File: src/rtl/hazard_scoreboard.sv
`default_nettype none
// ============================================================================
// Module   : hazard_scoreboard
// Purpose  : Tracks in-flight register writes through the EXE, MEM and WB
//            pipeline slots. Exports the MEM/WB destination pairs to the
//            forwarding selector. Raises a combinational stall for the
//            ID-stage instruction when forwarding cannot satisfy its sources.
// Options  : Define HAZARD_STALL_COUNTER_EN to add a saturating stall-cycle
//            counter (ports clrCountIn / stallCountOut).
// Revision : 1.0 - initial release
// ============================================================================
module hazard_scoreboard #(
  parameter int unsigned REG_ADDR_W  = 4,
  parameter int unsigned STALL_CNT_W = 16
) (
  input  logic                  clk,
  input  logic                  rst,
  input  logic                  freezeIn,
  input  logic                  flushIn,
  input  logic                  forwardEnIn,
  input  logic                  idWbEnIn,
  input  logic                  idMemRIn,
  input  logic [REG_ADDR_W-1:0] idDestIn,
  input  logic [REG_ADDR_W-1:0] src1In,
  input  logic [REG_ADDR_W-1:0] src2In,
  input  logic                  src1ValidIn,
  input  logic                  src2ValidIn,
  output logic                  hazardOut,
  output logic                  exeWbEnOut,
  output logic [REG_ADDR_W-1:0] exeDestOut,
  output logic                  memWbEnOut,
  output logic [REG_ADDR_W-1:0] memDestOut,
  output logic                  wbWbEnOut,
  output logic [REG_ADDR_W-1:0] wbDestOut
`ifdef HAZARD_STALL_COUNTER_EN
  ,
  input  logic                  clrCountIn,
  output logic [STALL_CNT_W-1:0] stallCountOut
`endif
);

  // --------------------------------------------------------------------------
  // Slot state. Only the EXE slot needs the load flag: load-use is the only
  // hazard forwarding cannot cover, and it only matters while the load is in
  // EXE. MEM and WB therefore keep just {wbEn, dest}.
  // --------------------------------------------------------------------------
  logic                  r_exeWbEn;
  logic                  r_exeMemR;
  logic [REG_ADDR_W-1:0] r_exeDest;
  logic                  r_memWbEn;
  logic [REG_ADDR_W-1:0] r_memDest;
  logic                  r_wbWbEn;
  logic [REG_ADDR_W-1:0] r_wbDest;

  // --------------------------------------------------------------------------
  // Source matching against each slot that can cause a stall. WB is never
  // checked: the register file writes before it is read in the same cycle.
  // --------------------------------------------------------------------------
  logic w_src1MatchExe;
  logic w_src2MatchExe;
  logic w_src1MatchMem;
  logic w_src2MatchMem;
  logic w_matchExe;
  logic w_matchMem;
  logic w_hazard;
  logic w_bubbleIntoExe;

  assign w_src1MatchExe = src1ValidIn && (src1In == r_exeDest) && r_exeWbEn;
  assign w_src2MatchExe = src2ValidIn && (src2In == r_exeDest) && r_exeWbEn;
  assign w_src1MatchMem = src1ValidIn && (src1In == r_memDest) && r_memWbEn;
  assign w_src2MatchMem = src2ValidIn && (src2In == r_memDest) && r_memWbEn;

  // A source pair both hitting the same slot collapses into one hazard.
  assign w_matchExe = w_src1MatchExe || w_src2MatchExe;
  assign w_matchMem = w_src1MatchMem || w_src2MatchMem;

  // Select the stall rule: with forwarding only an EXE-stage load blocks the
  // consumer; without it any producer still in EXE or MEM does.
  always_comb begin
    w_hazard = 1'b0;
    if (forwardEnIn) begin
      w_hazard = w_matchExe && r_exeMemR;
    end else begin
      w_hazard = w_matchExe || w_matchMem;
    end
  end

  assign hazardOut = w_hazard;

  // A squashed or stalled ID instruction must not enter EXE.
  assign w_bubbleIntoExe = flushIn || w_hazard;

  // --------------------------------------------------------------------------
  // Slot pipeline. Freeze holds every slot and masks flush/hazard for that
  // cycle; the pipeline re-presents flush once the freeze releases.
  // --------------------------------------------------------------------------

  // Advance EXE -> MEM -> WB and load EXE from ID (or a bubble) when not frozen.
  always_ff @(posedge clk) begin
    if (rst) begin
      r_exeWbEn <= 1'b0;
      r_exeMemR <= 1'b0;
      r_exeDest <= '0;
      r_memWbEn <= 1'b0;
      r_memDest <= '0;
      r_wbWbEn  <= 1'b0;
      r_wbDest  <= '0;
    end else if (!freezeIn) begin
      r_wbWbEn  <= r_memWbEn;
      r_wbDest  <= r_memDest;
      r_memWbEn <= r_exeWbEn;
      r_memDest <= r_exeDest;
      if (w_bubbleIntoExe) begin
        r_exeWbEn <= 1'b0;
        r_exeMemR <= 1'b0;
        r_exeDest <= '0;
      end else begin
        r_exeWbEn <= idWbEnIn;
        // A load that writes nothing cannot create a load-use hazard.
        r_exeMemR <= idMemRIn && idWbEnIn;
        r_exeDest <= idDestIn;
      end
    end
  end

  // Slot outputs are direct reads of the registered slot contents.
  assign exeWbEnOut = r_exeWbEn;
  assign exeDestOut = r_exeDest;
  assign memWbEnOut = r_memWbEn;
  assign memDestOut = r_memDest;
  assign wbWbEnOut  = r_wbWbEn;
  assign wbDestOut  = r_wbDest;

  // --------------------------------------------------------------------------
  // Optional stall-cycle counter.
  // --------------------------------------------------------------------------
`ifdef HAZARD_STALL_COUNTER_EN
  logic [STALL_CNT_W-1:0] r_stallCnt;
  logic                   w_stallCntFull;

  assign w_stallCntFull = &r_stallCnt;

  // Count cycles where a stall really held the front end; saturate at all-ones
  // and let a clear win over a simultaneous increment.
  always_ff @(posedge clk) begin
    if (rst || clrCountIn) begin
      r_stallCnt <= '0;
    end else if (w_hazard && !freezeIn && !w_stallCntFull) begin
      r_stallCnt <= r_stallCnt + 1'b1;
    end
  end

  assign stallCountOut = r_stallCnt;
`else
  // The counter width has no consumer in this build.
  logic w_unused_stallCntW;
  assign w_unused_stallCntW = (STALL_CNT_W != 0);
`endif

endmodule
`default_nettype wire

File: config.mk
export PLATFORM = sky130hd
export DESIGN_NAME = hazard_scoreboard
export DESIGN_NICKNAME = d
export VERILOG_FILES = /design/src/rtl/hazard_scoreboard.sv
export SDC_FILE = /design/constraint.sdc
export NUM_CORES = 1
export LEC_CHECK = 0
export CAP_MARGIN = 20
export CORE_ASPECT_RATIO = 1.5
export CORE_UTILIZATION = 35
export CTS_CLUSTER_DIAMETER = 80
export CTS_CLUSTER_SIZE = 12
export DETAILED_ROUTE_END_ITERATION = 16
export HOLD_SLACK_MARGIN = 0.05
export MAX_ROUTING_LAYER = met4
export PLACE_DENSITY_LB_ADDON = 0.12
export SYNTH_ARGS = -nofsm -noshare
export SYNTH_HDL_FRONTEND = slang
export SYNTH_SLANG_ARGS = --single-unit
File: constraint.sdc
create_clock -name clk -period 1.5 [get_ports clk]
set_input_delay 0.15 -clock clk [delete_from_list [all_inputs] [get_ports clk]]
set_output_delay 0.15 -clock clk [all_outputs]
set_load 0.02 [all_outputs]
Word level (Yosys, flattened, before mapping) --
Cells that the tools add are included.
Storage, ports and cells: register bits 16, bits of input ports 21, logic and storage cells 29
Cells by class: equal/unequal tests 4, mux-type cells 4, reduce and logical (&&, ||, !) cells 14
Operators by type and width (number):
- 4-bit equality test | 4
- 1-bit logical AND | 10
- 1-bit logical OR | 4
- 4-bit 2-to-1 mux | 1
- 1-bit 2-to-1 mux | 3

Logic depth before layout (Yosys ltp) --
Gate-level depths: netlist of the first run.
depth after elaboration 8, mapped depth 7, mapped depth without buffers 6

Worst setup path before layout of the first run --
OpenSTA, ideal clock, no wires.
path kind flip-flop to flip-flop, from register r_exeDest[1], in the netlist exeDestOut[1], to register r_exeWbEn, in the netlist exeWbEnOut, arrival time 1478 ps, data required time 1383 ps, slack -95 ps, stages on the path, launching flop included 7, path buffers 1, clock period less this slack 1595 ps, path through dfxtp_1 -> xor2_1 -> nor4_2 -> nand4_1 -> and3_1 -> buf_6 -> a32o_1
On the way: word-level cells in the longest chain between the ends 8
Ends and longest elaborated chain:
- from (decl) | line 49 | logic [REG_ADDR_W-1:0] r_exeDest;
- from (signal assigned) | line 121 | r_exeDest <= idDestIn;
- 4-bit equality test (on tied branches) | line 68, 69
- 1-bit logical AND (on tied branches) (2 in a row) | line 68, 69
- 1-bit logical OR * | line 74 | assign w_matchExe = w_src1MatchExe || w_src2MatchExe;
- 1-bit logical OR / 1-bit logical AND (equally long branches) | line 84, 82
- 1-bit 2-to-1 mux * | line 81 | if (forwardEnIn) begin
- 1-bit logical OR * | line 91 | assign w_bubbleIntoExe = flushIn || w_hazard;
- 1-bit 2-to-1 mux * | line 113 | if (w_bubbleIntoExe) begin
- to (signal assigned) | line 118 | r_exeWbEn <= idWbEnIn;
- to (decl) | line 47 | logic r_exeWbEn;
Every way passes the cells marked *; elsewhere a longest branch is shown, timed or not. A chain may end at the register's enable or synchronous reset.

Worst setup path in the final report of the first run --
from input src1In[3], to output hazardOut
On the way: word-level cells in the longest chain between the ends 6
Ends and longest elaborated chain:
- from (decl) | line 24 | input logic [REG_ADDR_W-1:0] src1In,
- 4-bit equality test (on tied branches) | line 68, 70
- 1-bit logical AND (on tied branches) (2 in a row) | line 68, 70
- 1-bit logical OR (on tied branches) | line 74, 75
- 1-bit logical OR / 1-bit logical AND (equally long branches) | line 84, 82
- 1-bit 2-to-1 mux * | line 81
- to (decl) | line 28 | output logic hazardOut,
Marks and branches as above.

==> out/metrics.csv, run 1 <==
stage;metric;value;unit
outcome;status;finished with violations;
outcome;failing checks;negative setup slack;
yosys;Synth warnings;0;
route;routed wire length;2010;um
power_and_ir_drop;P per Cell Area;666.1;nW/um^2
floorplanning;Die Ht;59.75;um
power_and_ir_drop;Max IR drop VDD;0.4488;mV
route;initial drt markers;5;
sta;clock skew;0.003816;ns
yosys;Yosys reg bits;16;
grt;busiest grt layer;met2;
critical_path;Buf/Inv on CP;3;
yosys;Synth Area in Simple Gates;16.56;%
grt;largest net degree at the start of global routing;10;
critical_path;RR Startpoint;exeDestOut[3];
place;Setup WS pre-CTS;-0.6645;ns
critical_path;Worst path slowest cell;clkdlybuf4s50_1;
flow_run;maxcap violations;0;
yosys;ys flop type;dfxtp_1;
place;DP Area;1315;sq um
final_layout;diode count;0;
clock_network;Max Root-Sink Buffers;2;
route;total vias in the final route;802;
yosys;adder-cell share of the synthesized area;0;%
clock_network;CTS root buffer;clkbuf_4;
clock_network;clock sink count;16;
yosys;FFs w/ async S/R, synth;0;%
route;DR pass1 iterations;4;
sta;setup violators final;7;
yosys;Synth cell types;21;
floorplanning;core area;2052;sq um
worst_hold_path;Worst Hold Class;input port to register;
critical_path;CP arrival;1.52;ns
yosys;EDFF count, synth;0;
clock_network;Inserted Clock Buffers;3;
sta;worst hold slack;0.4866;ns
clock_network;htree depth;1;
sta;PnR worst setup slack;-0.1688;ns
sta;Highest Clock Rate;599.2;MHz
grt;vias in the first global route;788;
clock_network;Skew-Pair Late Insertion Delay;0.28;ns
critical_path;delay-heaviest family, CP;buffers and inverters;
yosys;Yosys top cell by area;dfxtp_1;
critical_path;CP max FO;2;
place;Port-buffer cells;36;
grt;met3 Usage GRT;2.602;%
grt;gr usage total;20.44;%
place;routability congestion estimate;0.8033;
sta;Tmin final;1.669;ns
yosys;Cell Area, Synth;778.2;sq um
route;drt wl/cell;12.80;um
sta;measured slew at the worst slew-check pin;0.4257;ns
yosys;mux cell area share after synthesis;12.86;%
floorplanning;Initial Util;37.93;%
yosys;syn avg cell area;9.978;sq um
power_and_ir_drop;Leak;0.6577;nW
route;DR DRC count;0;
yosys;Commonest cells post-synth;16 x dfxtp_1, 12 x xor2_1, 10 x mux2i_1, 10 x nor2_1, 5 x a32o_1;
worst_hold_path;worst hold start;idDestIn[1];
critical_path;Setup crit start kind;input port;
yosys;largest cells by area after synthesis;dfxtp_1 41%, xor2_1 14%, mux2i_1 13%;
yosys;complex-gate fraction of the synthesized area;8.360;%
yosys;post-synthesis sequential area ratio;41.16;%
final_layout;layout net count;157;
sta;fin crit share;111.3;%
critical_path;CP max stage delay;0.52;ns
critical_path;CP required;1.35;ns
yosys;Post-Syn Instances;78;
critical_path;CP Capture Type;output pin;
yosys;Synth Area in XOR/XNOR;18.01;%
critical_path;Cell Chain, Critical Path;clkdlybuf4s50_1, xnor2_1, nand3_1, nor4_2, a31oi_1, and3_4, inv_2, buf_6;
floorplanning;std cell rows;20;
critical_path;critical path class;input port to output pin;
final_layout;Synth-to-Final Area Change;76.69;%
grt;first-pass GRT wire length;3236;um
critical_path;CP startpoint;src1In[3];
final_layout;layout cells sized above 1;30.37;%
yosys;largest family of logic cells by synthesized area;XOR/XNOR gates;
clock_network;TritonCTS clock tree;yes;
final_layout;fillers;176;
place;hpwl dp;1623;um
final_layout;final instance area;1375;sq um
grt;grt met2 use;31.97;%
grt;GRT met1 Usage;21.84;%
clock_network;hold-fix buffers at CTS;0;
sta;RSZ-0062 raised after global routing;true;
sta;Slew Viols, Final;0;
route;Vias/cell;5.108;
clock_network;Clock transition at path regs;0.10;ns
floorplanning;die area;2420;sq um
floorplanning;IO Count;37;
yosys;top-area cell type share of the netlist area;41.16;%
yosys;top-count cell post-synth;dfxtp_1;
grt;GRT Residual Overflow;0;
floorplanning;width of the die;40.50;um
yosys;Mapped Nets;99;
clock_network;post-CTS setup buffer count;0;
sta;relative slew slack;71.56;%
grt;initial antenna violation count;0;
route;Final ANT Viol Nets;0;
sta;count of final hold-check violations;0;
[cell families after synthesis]
family,Yosys count
AOI/OAI and AO/OA,7
muxes,10
and+or+nand+nor,25
xor gates and xnor gates,16
buffers and inverters,4
DFF,16
[through the flow]
step	setup TNS [ns]	utilization, %	power [W]	std cells
after global placement	-2.813	64.09	0.0006416	153
after detailed placement	-2.915	64.09	0.0006439	153
after global routing	-1.089	67.01	0.0009589	157
after floorplan	0	-	0.0005230	78
final	-0.5536	67.01	0.0009159	157
after CTS	-0.5371	65.98	0.0009246	157
[state kept, by name, summed over array words and instances (netlist names)]
signal      count
wbWbEnOut       1
memWbEnOut      1
exeWbEnOut      1
memDestOut      4
exeDestOut      4
wbDestOut       4
r_exeMemR       1
[per-layer routing]
metal,share of wire [%],vias to the layer above
met3,4.8,6
met1,40,375
li1,-,392
met5,0,-
met4,3.4,0
met2,52,29
[placed cells by master (no fill, tap or decap), types with 2 or more instances in the layout]
| master | count |
|---|---|
| a32o_1 | 5 |
| buf_4 | 20 |
| clkbuf_4 | 3 |
| clkdlybuf4s50_1 | 24 |
| dfxtp_1 | 7 |
| dfxtp_2 | 6 |
| dfxtp_4 | 3 |
| dlygate4sd2_1 | 9 |
| dlymetal6s2s_1 | 2 |
| mux2i_1 | 10 |
| nand3_1 | 2 |
| nand4_1 | 2 |
| nor2_1 | 10 |
| nor3_1 | 3 |
| nor4_2 | 2 |
| xnor2_1 | 4 |
| xor2_1 | 10 |
| xor2_2 | 2 |
[area by class of cell]
cell class	instances	area, sq um	share of cell area, %
timing repair buffer	56	505.5	36.76
inverter	1	3.754	0.2730
multi-input combinational	58	462.9	33.67
clock buffer	4	36.28	2.639
sequential	16	339.1	24.66
tap	22	27.53	2.002
[worst paths after layout]
| path | cells after the start | endpoint | slack, ns |
|---|---|---|---|
| worst max-delay path | 8 | hazardOut | -0.17 |
| worst min-delay path | 2 | exeDestOut[1] | 0.49 |
| worst max register to register | 7 | exeWbEnOut | -0.08 |
| worst min register to register | 2 | wbDestOut[0] | 0.51 |
[worst reg2reg max path, cell delays in order, from the launching register on]
cell and delay [ns]:
dfxtp_4 0.36, xnor2_1 0.16, nand3_1 0.09, nor3_1 0.14, a31oi_1 0.12, and3_4 0.21
buf_4 0.15, a32o_1 0.25
[power by group]
group	switching, W	internal [W]	total, W
Sequential	0.00000899	0.000432	0.000441
Combinational	0.0000800	0.000112	0.000192
Clock	0.000135	0.000148	0.000283
[timing repair]
action                                  in CTS  in global routing
gates resized for setup                     18                  5
pin swaps                                    3                  3
endpoints found under the setup margin      16                  8
No activity file was read; power rests on OpenSTA's default activity.
==> run 2, diff against run 1 <==
CORE_ASPECT_RATIO = unset   (was 1.5)
CORE_UTILIZATION = 42   (was 35)
clock period = 2.2 ns   (was 1.5 ns; I/O delays follow)
==> run 2 against run 1 <==
Hold slack gained 0.017 ns. Worst setup slack improved by 0.34 ns. Cell area decreased by 12%. Global-route usage up 1.5 points. Flip-flop and latch count did not move. Critical path depth shrank 2. Die area decreased by 16%. Total power decreased by 33%. Via count is 8.2% lower. The flow now finishes without violations. Clock power decreased by 30%. Core utilization rose by 3.4 points. First-iteration DRC count is the same.
==> out/metrics.csv, run 2 (synthesized netlist as in run 1, its figures left out) <==
stage;metric;value;unit;change
outcome;status;finished clean;;
critical_path;flop2flop setup slack;0.55;ns;+0.63 ns
final_layout;most common cell after layout, fill and taps aside;clkdlybuf4s50_1;;
sta;post-route setup TNS;0;ns;+0.5536 ns
floorplanning;std cell rows;15;;-25%
power_and_ir_drop;Logic pwr share;18.4;%;-2.5 points
critical_path;CP Capture Type;output pin;;
power_and_ir_drop;P per Cell Area;507.6;nW/um^2;-24%
power_and_ir_drop;Leak;0.5020;nW;-24%
floorplanning;core area;1727;sq um;-16%
critical_path;CP startpoint;exeDestOut[1];;
final_layout;Cell Count, Final, Fillers Out;144;;-8.3%
critical_path;critical path class;register to output pin;;
route;Vias/cell;5.111;;about the same
clock_network;post-CTS setup buffer count;0;;unchanged
final_layout;fillers;163;;-7.4%
flow_run;maxcap violations;0;;unchanged
place;hpwl dp;1433;um;-12%
route;routed wire length;1876;um;-6.7%
route;Final ANT Viol Nets;0;;unchanged
sta;Slew Viols, Final;0;;unchanged
sta;relative slew slack;59.88;%;-12 points
final_layout;layout cells sized above 1;7.563;%;-23 points
sta;Highest Clock Rate;493.0;MHz;
place;routability congestion estimate;0.8533;;+6.2%
floorplanning;Initial Util;45.07;%;+7.1 points
sta;RSZ-0062 raised after global routing;false;;
critical_path;Setup crit start kind;register;;
clock_network;Clock transition at path regs;0.10;ns;about the same
sta;count of final hold-check violations;0;;unchanged
worst_hold_path;Worst Hold Class;register to register;;
critical_path;CP required;1.98;ns;+0.63 ns
final_layout;layout net count;141;;-10%
clock_network;htree depth;1;;unchanged
clock_network;Skew-Pair Late Insertion Delay;0.29;ns;about the same
floorplanning;width of the die;45.05;um;+11%
clock_network;Max Root-Sink Buffers;2;;unchanged
grt;GRT Residual Overflow;0;;unchanged
place;DP Cell Count;140;;-8.5%
final_layout;Synth-to-Final Area Change;56.11;%;
floorplanning;Die Ht;45.05;um;-25%
sta;clock skew;0.008034;ns;+0.004217 ns
critical_path;CP max FO;5;;+3
grt;largest net degree at the start of global routing;10;;unchanged
route;initial drt markers;5;;unchanged
floorplanning;IO Count;37;;unchanged
grt;gr usage total;21.90;%;+1.5 points
floorplanning;die area;2029;sq um;-16%
final_layout;most frequent cells in the layout;35 x clkdlybuf4s50_1, 16 x dfxtp_1, 12 x xor2_1, 10 x mux2i_1, 10 x nor2_1;;
power_and_ir_drop;Net Switching;0.0001530;W;-32%
sta;measured slew at the worst slew-check pin;0.5972;ns;+0.1715 ns
power_and_ir_drop;Max IR drop VDD;0.3636;mV;-19%
power_and_ir_drop;Reg power frac;49.6;%;+1.4 points
power_and_ir_drop;clock share of power;32.0;%;+1.1 points
critical_path;RR Startpoint;exeDestOut[1];;
sta;setup violators final;0;;-7
critical_path;CP arrival;1.81;ns;+0.29 ns
grt;initial antenna violation count;0;;unchanged
clock_network;TritonCTS clock tree;yes;;
place;Port-buffer cells;36;;unchanged
critical_path;CP max stage delay;0.38;ns;-0.14 ns
sta;worst hold slack;0.5036;ns;+0.01698 ns
critical_path;Worst R2R End;exeDestOut[2];;
grt;vias in the first global route;665;;-16%
route;DR DRC count;0;;unchanged
clock_network;CTS root buffer;clkbuf_4;;
power_and_ir_drop;P_int;0.0004637;W;-33%
route;drt wl/cell;13.03;um;+1.8%
critical_path;CP endpoint;hazardOut;;
sta;Tmin final;2.028;ns;
critical_path;Worst path slowest cell;dfxtp_1;;
route;DR pass1 iterations;3;;-1
clock_network;Inserted Clock Buffers;3;;unchanged
route;total vias in the final route;736;;-8.2%
critical_path;Cell Chain, Critical Path;xor2_1, nor4_2, nand4_1, and3_1, inv_1, dlygate4sd2_1;;
final_layout;Sequential Area;320.3;sq um;-5.5%
critical_path;Reg2Reg Depth;6;;-1
grt;first-pass GRT wire length;3008;um;-7.0%
clock_network;clock sink count;16;;unchanged
sta;fin crit share;92.20;%;
final_layout;multi-input logic area;434.2;sq um;-6.2%
power_and_ir_drop;switch share;24.81;%;+0.30 points
final_layout;diode count;0;;unchanged
[run 2: cell count changes in the layout (fill, tap and decap cells not counted), sizes merged]
cell and change:
buf -17, dlygate4sd2 -8, clkdlybuf4s50 +11, dlymetal6s2s -2
[run 2: critical path: cells and delay by family, from the launching register on]
kind          cells  cell delay [ns]
xor+xnor          1             0.20
buf+inv           2             0.37
flops             1             0.38
simple gates      3             0.58
[run 2: final cells by class]
class	count	share of cell area [%]
multi-input cells	58	35.74
well taps	25	2.575
repair buffers	40	32.03
clock buffers	4	2.987
flip-flops and latches	16	26.36
inverters	1	0.3090
[run 2: repair_timing]
action / 4_1_cts / 5_1_grt
hold buffers: 0 / 0
setup endpoints to repair: 1 / 0
gates resized for setup: 1 / 0
[run 2: stage by stage]
step / total power, W / setup WS (ns) / util (%) / instance area (sq um)
floorplan: 0.0003579 / 0.5854 / - / 778.2
global placement: 0.0004239 / -0.08772 / 68.33 / 1180
detailed placement: 0.0004254 / -0.08293 / 68.33 / 1180
CTS: 0.0006233 / 0.1561 / 70.36 / 1215
global route: 0.0006450 / 0.01997 / 70.36 / 1215
finish: 0.0006167 / 0.1717 / 70.36 / 1215
[run 2: how the worst min path moves through the flow]
stage                 startpoint  cells after the start            end  slack [ns]
finish              wbDestOut[3]                      2   wbDestOut[3]        0.50
global route           r_exeMemR                      1      r_exeMemR        0.53
CTS                    r_exeMemR                      1      r_exeMemR        0.50
detailed placement     r_exeMemR                      1      r_exeMemR        0.47
global placement       r_exeMemR                      1      r_exeMemR        0.47
floorplan            idDestIn[0]                      1  exeDestOut[0]        0.37
[run 2: per-layer routing]
metal | wire length, um | track usage [%] | up-vias
met5 | 0 | - | -
met4 | 12 | 5.455 | 0
met3 | 96 | 7.200 | 2
met2 | 942 | 35.94 | 23
met1 | 825 | 25.75 | 351
li1 | - | - | 360
[run 2: power groups by stage]
| stage | sequential, W | combinational (W) | clock, W |
|---|---|---|---|
| global route | 0.000307 | 0.000122 | 0.000216 |
| detailed placement | 0.000312 | 0.000113 | 0 |
| CTS | 0.000306 | 0.000114 | 0.000203 |
| floorplan | 0.000318 | 0.0000397 | 0 |
| finish | 0.000306 | 0.000114 | 0.000197 |
| global placement | 0.000312 | 0.000112 | 0 |
==> run 3, diff against run 2 <==
RECOVER_POWER = 100   (was unset)
SLEW_MARGIN = 20   (was unset)
==> run 3 against run 2 <==
First-iteration DRC count unchanged. Hold slack worse by 0.0063 ns. Wire length increased by 0.43%. Die area is the same. Cell area down 0.62%. Register-to-register slack got worse by 0.03 ns. Critical path depth unchanged. Global-route usage unchanged. Critical path type unchanged.
==> out/metrics.csv, run 3 (synthesized netlist as in run 1, its figures left out) <==
stage;metric;value;unit;change
clock_network;Clock transition at path regs;0.10;ns;about the same
critical_path;CP endpoint;hazardOut;;
critical_path;instance count on the critical path;6;;unchanged
worst_hold_path;Worst Hold Class;register to register;;
clock_network;clock sink count;16;;unchanged
power_and_ir_drop;Net Switching;0.0001530;W;about the same
floorplanning;Die Ht;45.05;um;unchanged
place;Port-buffer cells;36;;unchanged
sta;Slew Viols, Final;0;;unchanged
outcome;status;finished clean;;
final_layout;Synth-to-Final Area Change;55.15;%;
critical_path;CP Capture Type;output pin;;
power_and_ir_drop;Leak;0.5457;nW;+8.7%
floorplanning;Initial Util;45.07;%;unchanged
place;hpwl dp;1433;um;unchanged
final_layout;diode count;0;;unchanged
sta;worst hold slack;0.4972;ns;-0.006325 ns
critical_path;Worst R2R End;exeDestOut[2];;
critical_path;Setup crit start kind;register;;
sta;Tmin final;2.016;ns;-0.01211 ns
power_and_ir_drop;Overall Power;0.0006134;W;-0.54%
final_layout;most frequent cells in the layout;19 x clkdlybuf4s50_1, 16 x dfxtp_1, 16 x dlygate4sd3_1, 12 x xor2_1;;
power_and_ir_drop;P_int;0.0004604;W;-0.71%
critical_path;Cell Chain, Critical Path;xor2_1, nor4_2, nand4_1, and3_1, inv_1, dlygate4sd2_1;;
critical_path;CP startpoint;exeDestOut[1];;
power_and_ir_drop;P per Cell Area;508.0;nW/um^2;about the same
sta;measured slew at the worst slew-check pin;0.5873;ns;-0.009885 ns
sta;setup violators final;0;;unchanged
power_and_ir_drop;switch share;24.94;%;+0.13 points
critical_path;CP arrival;1.80;ns;about the same
floorplanning;std cell rows;15;;unchanged
route;drt wl/cell;13.08;um;+0.43%
floorplanning;IO Count;37;;unchanged
grt;gr usage total;21.90;%;unchanged
final_layout;layout net count;141;;unchanged
sta;clock skew;0.008252;ns;+0.0002180 ns
sta;relative slew slack;60.54;%;+0.66 points
clock_network;TritonCTS clock tree;yes;;
final_layout;fillers;167;;+2.5%
clock_network;CTS root buffer;clkbuf_4;;
route;DR DRC count;0;;unchanged
critical_path;delay-heaviest family, CP;simple AND/OR/NAND/NOR gates;;
clock_network;hold-fix buffers at CTS;0;;unchanged
power_and_ir_drop;Reg power frac;49.8;%;+0.2 points
clock_network;post-CTS setup buffer count;0;;unchanged
grt;largest net degree at the start of global routing;10;;unchanged
route;DR pass1 iterations;4;;+1
sta;Highest Clock Rate;496.0;MHz;+0.60%
critical_path;Reg2Reg Depth;6;;unchanged
flow_run;maxcap violations;0;;unchanged
power_and_ir_drop;clock share of power;32.2;%;+0.2 points
critical_path;CP max FO;5;;unchanged
critical_path;CP max stage delay;0.37;ns;about the same
floorplanning;width of the die;45.05;um;unchanged
final_layout;multi-input logic area;434.2;sq um;unchanged
critical_path;flop2flop setup slack;0.52;ns;-0.03 ns
clock_network;Skew-Pair Late Insertion Delay;0.29;ns;about the same
power_and_ir_drop;Logic pwr share;18.0;%;-0.4 points
clock_network;Max Root-Sink Buffers;2;;unchanged
critical_path;Buf/Inv on CP;2;;unchanged
sta;RSZ-0062 raised after global routing;false;;
clock_network;post-CTS resize count;1;;unchanged
critical_path;RR Startpoint;exeDestOut[1];;
floorplanning;die area;2029;sq um;unchanged
power_and_ir_drop;Max IR drop VDD;0.3634;mV;about the same
grt;GRT Residual Overflow;0;;unchanged
clock_network;htree depth;1;;unchanged
route;total vias in the final route;731;;-0.68%
floorplanning;core area;1727;sq um;unchanged
sta;count of final hold-check violations;0;;unchanged
critical_path;Worst path slowest cell;dfxtp_1;;
route;Final ANT Viol Nets;0;;unchanged
clock_network;Inserted Clock Buffers;3;;unchanged
sta;fin crit share;91.65;%;-0.55 points
grt;vias in the first global route;665;;unchanged
final_layout;layout cells sized above 1;5.882;%;-1.7 points
route;initial drt markers;5;;unchanged
critical_path;CP required;1.98;ns;about the same
route;routed wire length;1884;um;+0.43%
critical_path;critical path class;register to output pin;;
grt;first-pass GRT wire length;3008;um;unchanged
route;Vias/cell;5.076;;-0.68%
grt;initial antenna violation count;0;;unchanged
final_layout;most common cell after layout, fill and taps aside;clkdlybuf4s50_1;;
final_layout;Sequential Area;320.3;sq um;unchanged
place;routability congestion estimate;0.8533;;unchanged
run 3: cell types whose count changed in the layout (fill, tap and decap cells not counted):
cell and change:
buf_4 -2, clkbuf_1 +2, clkdlybuf4s50_1 -16, dlygate4sd3_1 +16
run 3: layout make-up:
type | instances | area share [%]
Inverter | 1 | 0.3109
Clock buffer | 4 | 3.005
Sequential cell | 16 | 26.53
Multi-Input combinational cell | 58 | 35.96
Timing Repair Buffer | 40 | 31.61
Tap cell | 25 | 2.591
run 3: worst min path at each step:
stage / start / to / slack, ns / cells after the start
floorplan: idDestIn[0] / exeDestOut[0] / 0.37 / 1
global placement: r_exeMemR / r_exeMemR / 0.47 / 1
detailed placement: r_exeMemR / r_exeMemR / 0.47 / 1
CTS: r_exeMemR / r_exeMemR / 0.50 / 1
global route: r_exeMemR / r_exeMemR / 0.53 / 1
finish: wbDestOut[3] / wbDestOut[3] / 0.50 / 2
run 3: power by group through the flow:
| stage | sequential [W] | clock [W] | combinational (W) |
|---|---|---|---|
| after CTS | 0.000306 | 0.000203 | 0.000114 |
| after floorplan | 0.000318 | 0 | 0.0000397 |
| after global routing | 0.000307 | 0.000216 | 0.000118 |
| after detailed placement | 0.000312 | 0 | 0.000113 |
| final | 0.000305 | 0.000198 | 0.000110 |
| after global placement | 0.000312 | 0 | 0.000112 |
run 3: metrics by stage:
stage          setup WS, ns   TNS, ns  util (%)  instances  cell area, sq um
2_1_floorplan        0.5854         0         -         78             778.2
3_3_place_gp       -0.08772  -0.08772     68.33        140              1180
3_5_place_dp       -0.08293  -0.08293     68.33        140              1180
4_1_cts              0.1561         0     70.36        144              1215
5_1_grt             0.02696         0     69.93        144              1207
6_report             0.1838         0     69.93        144              1207
run 3: worst reg2reg max path, cell delays in order, from the launching register on:
cell and delay [ns]:
dfxtp_1 0.37, xor2_1 0.19, nor4_2 0.29, nand4_1 0.11
and3_1 0.16, clkbuf_1 0.17, a32o_1 0.27
run 3: layer usage:
layer  GRT usage [%]  wire length (um)  share of wire (%)  up-vias
li1                -                 -                  -      359
met4           5.455                12               0.64        0
met1           25.75               826                 44      345
met5               -                 0                  0        -
met3           7.200                98                5.2        2
met2           35.94               946                 50       25
